<file path="config.mk">
export PLATFORM = sky130hd
export DESIGN_NAME = tx_uart
export DESIGN_NICKNAME = d
export VERILOG_FILES = /design/src/rtl/tx_uart.sv
export SDC_FILE = /design/constraint.sdc
export NUM_CORES = 1
export LEC_CHECK = 0
export CORE_AREA = 2 2 52 54
export CTS_CLUSTER_DIAMETER = 40
export DETAILED_ROUTE_END_ITERATION = 6
export DIE_AREA = 0 0 54 56
export GPL_ROUTABILITY_DRIVEN = 0
export GPL_TIMING_DRIVEN = 0
export HOLD_SLACK_MARGIN = 0.03
export PLACE_DENSITY = 0.77
export SKIP_CTS_REPAIR_TIMING = 1
export SYNTH_ARGS = -nofsm -noshare
export SYNTH_HDL_FRONTEND = slang
export SYNTH_SLANG_ARGS = --single-unit
</file>
<file path="constraint.sdc">
create_clock -name i_clk -period 1.96 [get_ports i_clk]
set_clock_uncertainty 0.15 [all_clocks]
set_input_delay 0.294 -clock i_clk [delete_from_list [all_inputs] [get_ports i_clk]]
set_output_delay 0.294 -clock i_clk [all_outputs]
set_load 0.03 [all_outputs]
</file>
<file path="src/rtl/tx_uart.sv">
// UART transmitter: serializes one NB_BITS word as start, data (LSB first),
// optional parity and STOP_BITS stop bits, timed by a 16x oversampling tick.
// Latency: start bit on o_tx one clock after acceptance; frame length is
//   16 * (1 + NB_BITS + parity + STOP_BITS) counted i_rate ticks.
// Backpressure: o_busy high while a frame is in flight; i_tx_start is dropped
//   (not queued) while busy, and is accepted again in the o_tx_done cycle.
//
// Ports:
//   i_clk       system clock, rising edge
//   i_rst       asynchronous active-high reset
//   i_rate      baud tick, one clock wide, 16 per bit period
//   i_tx_start  send request, sampled every clock
//   i_data      word to send, captured only on acceptance
//   o_tx        serial line, idle high (registered)
//   o_busy      frame in progress (registered)
//   o_tx_done   one-clock pulse at end of the last stop bit (registered)
module tx_uart #(
  parameter int NB_BITS   = 8,
  parameter int PARITY    = 0,
  parameter int STOP_BITS = 1
) (
  input  logic               i_clk,
  input  logic               i_rst,
  input  logic               i_rate,
  input  logic               i_tx_start,
  input  logic [NB_BITS-1:0] i_data,
  output logic               o_tx,
  output logic               o_busy,
  output logic               o_tx_done
);

  // Values outside the legal sets fall back to no parity / one stop bit.
  localparam bit PAR_EN   = (PARITY == 1) || (PARITY == 2);
  localparam bit PAR_ODD  = (PARITY == 2);
  localparam bit TWO_STOP = (STOP_BITS == 2);
  localparam logic [3:0] LAST_BIT = 4'(NB_BITS - 1);

  typedef enum logic [2:0] {
    S_IDLE,
    S_START,
    S_DATA,
    S_PARITY,
    S_STOP
  } state_t;

  state_t               state, state_nxt;
  logic [3:0]           tick_cnt, tick_nxt;
  logic [3:0]           bit_cnt, bit_nxt;
  logic                 stop_cnt, stop_nxt;
  logic [NB_BITS-1:0]   shift_reg, shift_nxt;
  logic                 parity_bit, parity_nxt;
  logic                 tx_nxt;
  logic                 busy_nxt;
  logic                 done_nxt;
  logic                 tick_end;

  // Last tick of the current bit period.
  assign tick_end = i_rate && (tick_cnt == 4'd15);

  always_ff @(posedge i_clk or posedge i_rst) begin
    if (i_rst) begin
      state      <= S_IDLE;
      tick_cnt   <= 4'd0;
      bit_cnt    <= 4'd0;
      stop_cnt   <= 1'b0;
      shift_reg  <= '0;
      parity_bit <= 1'b0;
      o_tx       <= 1'b1;
      o_busy     <= 1'b0;
      o_tx_done  <= 1'b0;
    end else begin
      state      <= state_nxt;
      tick_cnt   <= tick_nxt;
      bit_cnt    <= bit_nxt;
      stop_cnt   <= stop_nxt;
      shift_reg  <= shift_nxt;
      parity_bit <= parity_nxt;
      o_tx       <= tx_nxt;
      o_busy     <= busy_nxt;
      o_tx_done  <= done_nxt;
    end
  end

  // o_tx is registered, so every branch drives the line value of the bit
  // that starts after this edge; transitions land on the edge after the
  // 16th tick of the previous bit.
  always_comb begin
    state_nxt  = state;
    tick_nxt   = tick_cnt;
    bit_nxt    = bit_cnt;
    stop_nxt   = stop_cnt;
    shift_nxt  = shift_reg;
    parity_nxt = parity_bit;
    tx_nxt     = o_tx;
    busy_nxt   = o_busy;
    done_nxt   = 1'b0;

    // The 4-bit counter wraps 15 -> 0 by itself at the end of each bit.
    if ((state != S_IDLE) && i_rate) begin
      tick_nxt = tick_cnt + 4'd1;
    end

    case (state)
      S_IDLE: begin
        tx_nxt   = 1'b1;
        busy_nxt = 1'b0;
        if (i_tx_start && !o_busy) begin
          shift_nxt  = i_data;
          parity_nxt = PAR_ODD ? ~(^i_data) : ^i_data;
          // A tick arriving in the acceptance cycle is not counted.
          tick_nxt   = 4'd0;
          bit_nxt    = 4'd0;
          stop_nxt   = 1'b0;
          state_nxt  = S_START;
          tx_nxt     = 1'b0;
          busy_nxt   = 1'b1;
        end
      end

      S_START: begin
        if (tick_end) begin
          state_nxt = S_DATA;
          tx_nxt    = shift_reg[0];
        end
      end

      S_DATA: begin
        if (tick_end) begin
          shift_nxt = shift_reg >> 1;
          bit_nxt   = bit_cnt + 4'd1;
          if (bit_cnt == LAST_BIT) begin
            if (PAR_EN) begin
              state_nxt = S_PARITY;
              tx_nxt    = parity_bit;
            end else begin
              state_nxt = S_STOP;
              tx_nxt    = 1'b1;
            end
          end else begin
            // Next data bit is the one about to shift into position 0.
            tx_nxt = shift_reg[1];
          end
        end
      end

      S_PARITY: begin
        if (tick_end) begin
          state_nxt = S_STOP;
          stop_nxt  = 1'b0;
          tx_nxt    = 1'b1;
        end
      end

      S_STOP: begin
        if (tick_end) begin
          if (TWO_STOP && !stop_cnt) begin
            stop_nxt = 1'b1;
          end else begin
            state_nxt = S_IDLE;
            busy_nxt  = 1'b0;
            done_nxt  = 1'b1;
            tx_nxt    = 1'b1;
          end
        end
      end

      default: begin
        state_nxt = S_IDLE;
        tx_nxt    = 1'b1;
        busy_nxt  = 1'b0;
      end
    endcase
  end

endmodule
</file>
After elaboration in Yosys (flattened, before gate mapping) --
Cells that the tools add are included. W data, S select, Z words.
Word-level totals: input bits 12, output and inout bits 3, flip-flop bits (word level) 22, logic and storage cells 63
Cells by class: reductions and logical operators 13, mux-type cells 27, $add $sub $neg 2, bitwise gates (word level) 1, equal/unequal tests 13
Operator list (number):
- $mux W4 | 5
- $mux W3 | 6
- $mux W8 | 2
- $pmux W8 S2 | 1
- $pmux W3 S5 | 1
- $ne A2 B2 Y1 const B | 6
- $mux W1 | 9
- $add A4 B1 Y4 const B | 2
- $pmux W4 S2 | 1
- $eq A3 B2 Y1 const B | 2
- $reduce_and A3 Y1 | 2
- $reduce_and A6 Y1 | 1
- $eq A4 B3 Y1 const B | 1
- $eq A4 B4 Y1 const B | 1
- $pmux W1 S4 | 1
- $eq A3 B1 Y1 const B | 1
- $eq A3 B3 Y1 const B | 1
- $logic_and A1 B1 Y1 | 3
- $logic_not A3 Y1 | 1
- $pmux W1 S3 | 1
- $reduce_bool A3 Y1 | 1
- $reduce_or A3 Y1 | 1
- $ne A2 B1 Y1 const B | 1
- $reduce_and A2 Y1 | 1
- other kinds (4) | 4

Logic depth before layout (Yosys ltp) --
Gate-level depths: netlist (run 1).
depth in word-level cells 5, depth in mapped cells 4, mapped depth without buffers 4

Worst setup path after synthesis (run 1) --
No wires, ideal clock.
path type register -> register, start point register o_busy, end point register shift_reg[0], required time 1.685 ns, path buffers 0, period minus slack after synthesis 1.955 ns, library setup time 0.125 ns, slack 0.005 ns, cell stages (with the launch flop) 4, arrival time 1.680 ns, cells stage by stage dfrtp_1 > or4b_4 > o22ai_4 > mux2_2
Between the ends: longest elaborated chain between the ends 4
Ends and longest elaborated chain:
- start, declared | RTL line 28 | output logic o_busy,
- start signal, assigned | RTL line 79 | o_busy <= busy_nxt;
- $logic_not A1 Y1 | RTL line 107 | if (i_tx_start && !o_busy) begin
- $logic_and A1 B1 Y1 | RTL line 107
- $ne A2 B2 Y1 (no line)
- $reduce_and A3 Y1 (no line)
- end signal, assigned | RTL line 76 | shift_reg <= shift_nxt;
- end, declared | RTL line 50 | logic [NB_BITS-1:0] shift_reg, shift_nxt;
No other way between the ends. A chain may end at the register's enable or synchronous reset.

Worst setup path in the final report (run 1) --
start point register state[1], end point register shift_reg[5]
Between the ends: longest elaborated chain between the ends 3, elaborated cells between the ends (all ways) 7, classes of those cells eq/ne: 3; mux: 1; reduce/logical: 3
Ends and longest elaborated chain:
- start, declared | RTL line 46 | state_t state, state_nxt;
- start signal, assigned | RTL line 72 | state <= state_nxt;
- $eq A3 B2 Y1 or $logic_not A3 Y1 (tied branches) | RTL line 103 | case (state)
- $ne A2 B2 Y1 (no line) or $reduce_bool A2 Y1 (tied branches)
- $reduce_and A3 Y1 (no line)
Several ways; a longest one is shown, not always the timed one.

==> flow_metrics.py, run 1 <==
metrics = {
    "final_layout": {
        "synthToLayoutAreaGrowth_pct": 28.19,
        "layout.nets": 137,
        "layout_common_cells": "21 x dfrtp_1, 13 x clkdlybuf4s50_1, 7 x mux2_2, 7 x mux2_4, 7 x inv_1",
        "antenna_cells": 0,
        "seqCellArea_um2": 551.8,
        "largest_register_ffs": 8,
        "final_area_um2": 1456,
        "drive_gt1_frac": 0.2705,
        "multi_input_area_um2": 564.3,
        "fillerInstances": 201,
        "final_common_cell": "dfrtp_1",
    },
    "floorplanning": {
        "io-pin-count": 15,
        "die_area_um2": 3024,
        "rows": 18,
        "die_y_um": 56,
        "die_w_um": 54,
        "start_util": 0.4671,
        "core_area_um2": 2432,
    },
    "clock_network": {
        "path_clk_slew_ps": 130,
        "worstSkewPairLatency_ps": 320,
        "cts.sinks": 22,
        "root_buffer": "clkbuf_4",
        "cts_made_buffers": 3,
        "cts_buffer_depth": 2,
        "tritoncts": "built",
        "cts_max_level": 1,
    },
    "route": {
        "vias": 870,
        "drt_first_pass_iters": 4,
        "wl_mm": 2.290,
        "drt_iter0_drc": 19,
        "drc": 0,
        "routed_via_density": 5.724,
        "postRouteAntennaNets": 0,
        "wl_per_cell_um": 15.07,
    },
    "worst_setup_path": {
        "worst-path-buf-inv": 1,
        "endpoint_kind": "register",
        "worstPathArrival_ps": 2040,
        "crit_family": "simple AND/OR/NAND/NOR gates",
        "slowest_delay_ps": 580,
        "cp_cell_sequence": "or4b_4 > o22ai_4 > clkbuf_16 > mux2_4",
        "start_kind": "register",
        "crit_required_ps": 2020,
        "cp_slowest_cell": "or4b_4",
        "regToRegEndpoint": "shift_reg[5]$_DFFE_PP0P_",
        "rrSetupSlack_ps": -20,
        "r2r_cells": 4,
        "r2r-start": "state[1]$_DFFE_PP0P_",
        "worstSetupPathType": "register to register",
        "cp_max_fo": 5,
    },
    "placement": {
        "dpl.hpwl_mm": 1.544,
        "io_buffers": 14,
        "dpl_cell_area_um2": 1314,
        "dpl_worst_slack_ps": -360.7,
    },
    "sta": {
        "worstMarginPinSlew_ps": 814.3,
        "fin_crit_sh": 1.012,
        "slew_headroom": 0.4565,
        "slew_violations": 0,
        "max_freq_ghz": 0.5041,
        "final-hold-violation-count": 0,
        "finalSetupViolations": 4,
        "setup_ws_ps": -23.76,
        "finalSetupTns_ps": -58.24,
        "period_needed_ps": 1984,
        "rsz0062_at_grt": "yes",
    },
    "pwr": {
        "p_leak_nw": 0.6190,
        "power.total_mw": 1.581,
        "ir_worst_vdd_uv": 753.6,
        "cellPowerDensity_nw_per_um2": 1086,
    },
    "grt": {
        "grt_pass1_vias": 882,
        "grt_max_degree": 23,
        "grt_overflow": 0,
        "grt_pass1_wl_mm": 3.843,
        "track_usage": 0.1723,
        "antenna_found_initial": 0,
    },
    "yosys": {
        "yosysSeqAreaShare": 0.4857,
        "syn_avg_cell_area_um2": 11.59,
        "yosysWarnings": 0,
        "ys_ff_latch": 22,
        "synth_cells": 98,
        "syn-cell-area_um2": 1136,
        "yosys.cell_types.count": 33,
        "synth_nets": 112,
    },
    "outcome": {
        "status": "complete, but fails checks",
        "violations": "negative setup slack",
    },
    "hold_path": {
        "hold_path_class": "input port to asynchronous set/reset pin",
    },
    "job": {
        "maxCapViolCount": 0,
    },
}
-- routing by layer --
layer / global-route usage / wire length (µm)
met3: 0.04032 / 84
met5: 0 / 0
met1: 0.2218 / 1009
met2: 0.2805 / 1187
met4: 0.05357 / 9
-- per-stage QoR --
| step | hold slack, ps | utilization | cells |
|---|---|---|---|
| 2_1_floorplan | 132.5 | - | 98 |
| 3_3_place_gp | 339.9 | 0.5401 | 142 |
| 3_5_place_dp | 345.9 | 0.5401 | 142 |
| 4_1_cts | 304.1 | 0.5550 | 146 |
| 5_1_grt | 351.2 | 0.5988 | 152 |
| 6_report | 268.5 | 0.5988 | 152 |
-- layout make-up --
type	count	area share
Inverter	7	0.01804
Tap cell	30	0.02577
Timing Repair Buffer	20	0.1495
Buffer	4	0.01546
Multi-Input combinational cell	65	0.3875
Sequential cell	22	0.3789
Clock buffer	4	0.02491
-- cell usage after synthesis --
library cell	instances	area [µm²]
or3b_4	1	11.26
dfstp_2	1	26.28
or4b_4	1	13.76
nor2_1	6	22.52
o21ai_0	4	20.02
or3b_2	1	8.760
and4_1	2	17.52
a31o_2	2	17.52
xor2_1	2	17.52
o22ai_4	1	20.02
clkbuf_1	3	11.26
dfrtp_1	21	525.5
nor3b_1	1	7.510
nand2_1	1	3.750
o311ai_0	2	17.52
buf_6	1	11.26
a21oi_1	4	20.02
o2bb2ai_1	1	8.760
and3b_1	1	8.760
o31ai_1	4	30.03
ha_1	2	25.02
a21o_1	1	7.510
nor3_1	2	10.01
or3_1	1	6.260
mux2_2	14	157.7
nand4_1	2	12.51
a211oi_1	1	7.510
inv_1	7	26.28
o32ai_1	1	8.760
or4_1	2	15.01
mux2i_1	2	20.02
nand3_1	2	10.01
a41o_1	1	10.01
-- power by group --
group	switching, mW	internal, mW	leakage, nW	total [mW]
combinational	0.256	0.328	0.324	0.584
sequential	0.119	0.623	0.274	0.743
clock	0.141	0.114	0.0210	0.255
-- worst max-delay path by stage --
stage                               start                  endpoint  cells after the start
floorplan              o_busy$_DFFE_PP0P_  shift_reg[0]$_DFFE_PP0P_                      3
global route         state[1]$_DFFE_PP0P_  shift_reg[5]$_DFFE_PP0P_                      4
CTS                 tick_cnt[0]$_DFF_PP0_  shift_reg[3]$_DFFE_PP0P_                      4
global placement                   i_rate  shift_reg[0]$_DFFE_PP0P_                      4
finish               state[1]$_DFFE_PP0P_  shift_reg[5]$_DFFE_PP0P_                      4
detailed placement                 i_rate  shift_reg[3]$_DFFE_PP0P_                      4
-- kinds of logic (layout without fill, tap and decap cells) --
group / Yosys count / count (layout) / share of synthesized area
and+or+nand+nor: 23 / 23 / 0.1300
AOI/OAI and AO/OA: 22 / 22 / 0.1476
DFF: 22 / 22 / 0.4857
muxes: 16 / 16 / 0.1564
buffers and inverters: 11 / 35 / 0.04295
adders and majority gates: 2 / 2 / 0.02202
xor gates and xnor gates: 2 / 2 / 0.01542
(Power assumes the default switching activity.)
==> inputs of run 2 (changes only) <==
- CORE_AREA: 2 2 52 54 -> 2 2 50 52
- CTS_CLUSTER_SIZE: default -> 8
- DIE_AREA: 0 0 54 56 -> 0 0 52 54
- PLACE_DENSITY: 0.77 -> 0.79
- clock period: 1.96 -> 2.2 ns (I/O delays scaled with it)
==> flow_metrics.py, run 2 (synthesis gave the netlist of run 1 again) <==
metrics = {
    "pwr": {
        "power.total_mw": 1.297,
        "cellPowerDensity_nw_per_um2": 953.3,
        "p_leak_nw": 0.5569,
        "ir_worst_vdd_uv": 689.8,
        "internal_power_mw": 0.8593,
        "pwr-share-clk": 0.154,
        "seq_power_share": 0.509,
        "comb_power_share": 0.338,
        "switching_power_mw": 0.4372,
        "sw_frac_of_total": 0.3372,
    },
    "clock_network": {
        "cts_made_buffers": 3,
        "cts_buffer_depth": 2,
        "cts.sinks": 22,
        "tritoncts": "built",
        "cts_max_level": 1,
        "path_clk_slew_ps": 120,
        "root_buffer": "clkbuf_4",
        "worstSkewPairLatency_ps": 320,
    },
    "floorplanning": {
        "die_w_um": 52,
        "io-pin-count": 15,
        "start_util": 0.4898,
        "die_area_um2": 2808,
        "core_area_um2": 2320,
        "rows": 18,
        "die_y_um": 54,
    },
    "final_layout": {
        "antenna_cells": 0,
        "synthToLayoutAreaGrowth_pct": 19.71,
        "seqCellArea_um2": 551.8,
        "fillerInstances": 204,
        "drive_gt1_frac": 0.2222,
        "final_common_cell": "dfrtp_1",
        "largest_register_ffs": 8,
        "final_area_um2": 1360,
        "layout_common_cells": "21 x dfrtp_1, 14 x mux2_2, 14 x clkdlybuf4s50_1",
        "layout.nets": 132,
        "multi_input_area_um2": 535.5,
    },
    "sta": {
        "slew_headroom": 0.4518,
        "period_needed_ps": 2040,
        "final-hold-violation-count": 0,
        "slew_violations": 0,
        "setup_ws_ps": 160.4,
        "finalSetupViolations": 0,
        "finalSetupTns_ps": 0,
        "max_freq_ghz": 0.4903,
        "fin_crit_sh": 0.9271,
        "worstMarginPinSlew_ps": 821.3,
        "rsz0062_at_grt": "no",
    },
    "worst_setup_path": {
        "cp_max_fo": 10,
        "crit_start": "tick_cnt[0]$_DFF_PP0_",
        "r2r_cells": 5,
        "rrSetupSlack_ps": 160,
        "start_kind": "register",
        "crit_path_end": "shift_reg[3]$_DFFE_PP0P_",
        "regToRegEndpoint": "shift_reg[3]$_DFFE_PP0P_",
        "endpoint_kind": "register",
        "crit_required_ps": 2270,
        "r2r-start": "tick_cnt[0]$_DFF_PP0_",
        "worstSetupPathType": "register to register",
        "worstPathArrival_ps": 2110,
    },
    "grt": {
        "antenna_found_initial": 0,
        "grt_max_degree": 23,
        "grt_pass1_wl_mm": 3.574,
        "grt_pass1_vias": 826,
        "track_usage": 0.1767,
        "grt_overflow": 0,
    },
    "route": {
        "wl_per_cell_um": 14.54,
        "postRouteAntennaNets": 0,
        "wl_mm": 2.138,
        "vias": 857,
        "drt_iter0_drc": 20,
        "drt_first_pass_iters": 4,
        "routed_via_density": 5.830,
        "drc": 0,
    },
    "outcome": {
        "status": "finished clean",
    },
    "placement": {
        "dpl_cell_area_um2": 1314,
        "io_buffers": 14,
        "dpl.hpwl_mm": 1.532,
        "dpl_worst_slack_ps": -186.6,
    },
    "hold_path": {
        "hold_path_class": "input port to asynchronous set/reset pin",
    },
    "job": {
        "maxCapViolCount": 0,
    },
}
run 2: power by group through the flow:
| stage | Clock (mW) | Combinational (mW) | Sequential (mW) |
|---|---|---|---|
| 6_report | 0.199 | 0.438 | 0.660 |
| 5_1_grt | 0.220 | 0.488 | 0.677 |
| 4_1_cts | 0.211 | 0.432 | 0.660 |
| 3_5_place_dp | 0 | 0.430 | 0.669 |
| 3_3_place_gp | 0 | 0.410 | 0.658 |
| 2_1_floorplan | 0 | 0.292 | 0.670 |
run 2: metal layers:
metal	global-route usage	part of all wire	vias up
met5	0	0	-
met4	0.09211	0.020	0
met3	0.02500	0.025	3
met2	0.3080	0.52	19
met1	0.2124	0.43	430
li1	-	-	405
run 2: final cells by class:
class,count,share of cell area
plain buffers,4,0.01656
clock buffers,4,0.01932
inverters,7,0.01932
multi-input cells,65,0.3937
flip-flops and latches,22,0.4057
well taps,30,0.02760
repair buffers,15,0.1178
run 2: critical path: stages (launching register included):
cell and delay [ps]:
dfrtp_1 410, ha_1 210, nand4_1 400, o22ai_4 280, buf_12 160, mux2_2 330
run 2: how the worst min path moves through the flow:
stage | end | cells past startpoint | start
after CTS | shift_reg[4]$_DFFE_PP0P_ | 2 | i_rst
after global routing | bit_cnt[1]$_DFFE_PP0P_ | 2 | i_rst
final | bit_cnt[1]$_DFFE_PP0P_ | 2 | i_rst
after global placement | shift_reg[6]$_DFFE_PP0P_ | 1 | shift_reg[6]$_DFFE_PP0P_
after floorplan | bit_cnt[0]$_DFFE_PP0P_ | 1 | i_rst
after detailed placement | shift_reg[2]$_DFFE_PP0P_ | 1 | shift_reg[2]$_DFFE_PP0P_
run 2: through the flow:
step / utilization / std cells / hold WS (ps)
2_1_floorplan: - / 98 / 168.5
3_3_place_gp: 0.5663 / 142 / 338.7
3_5_place_dp: 0.5663 / 142 / 346.0
4_1_cts: 0.5777 / 146 / 320.9
5_1_grt: 0.5863 / 147 / 384.1
6_report: 0.5863 / 147 / 303.8
==> inputs of run 3 (changes only) <==
- HOLD_SLACK_MARGIN: 0.03 -> default
==> results of run 3 <==
No change in the layout: final DEF, timing and power equal those of run 2.
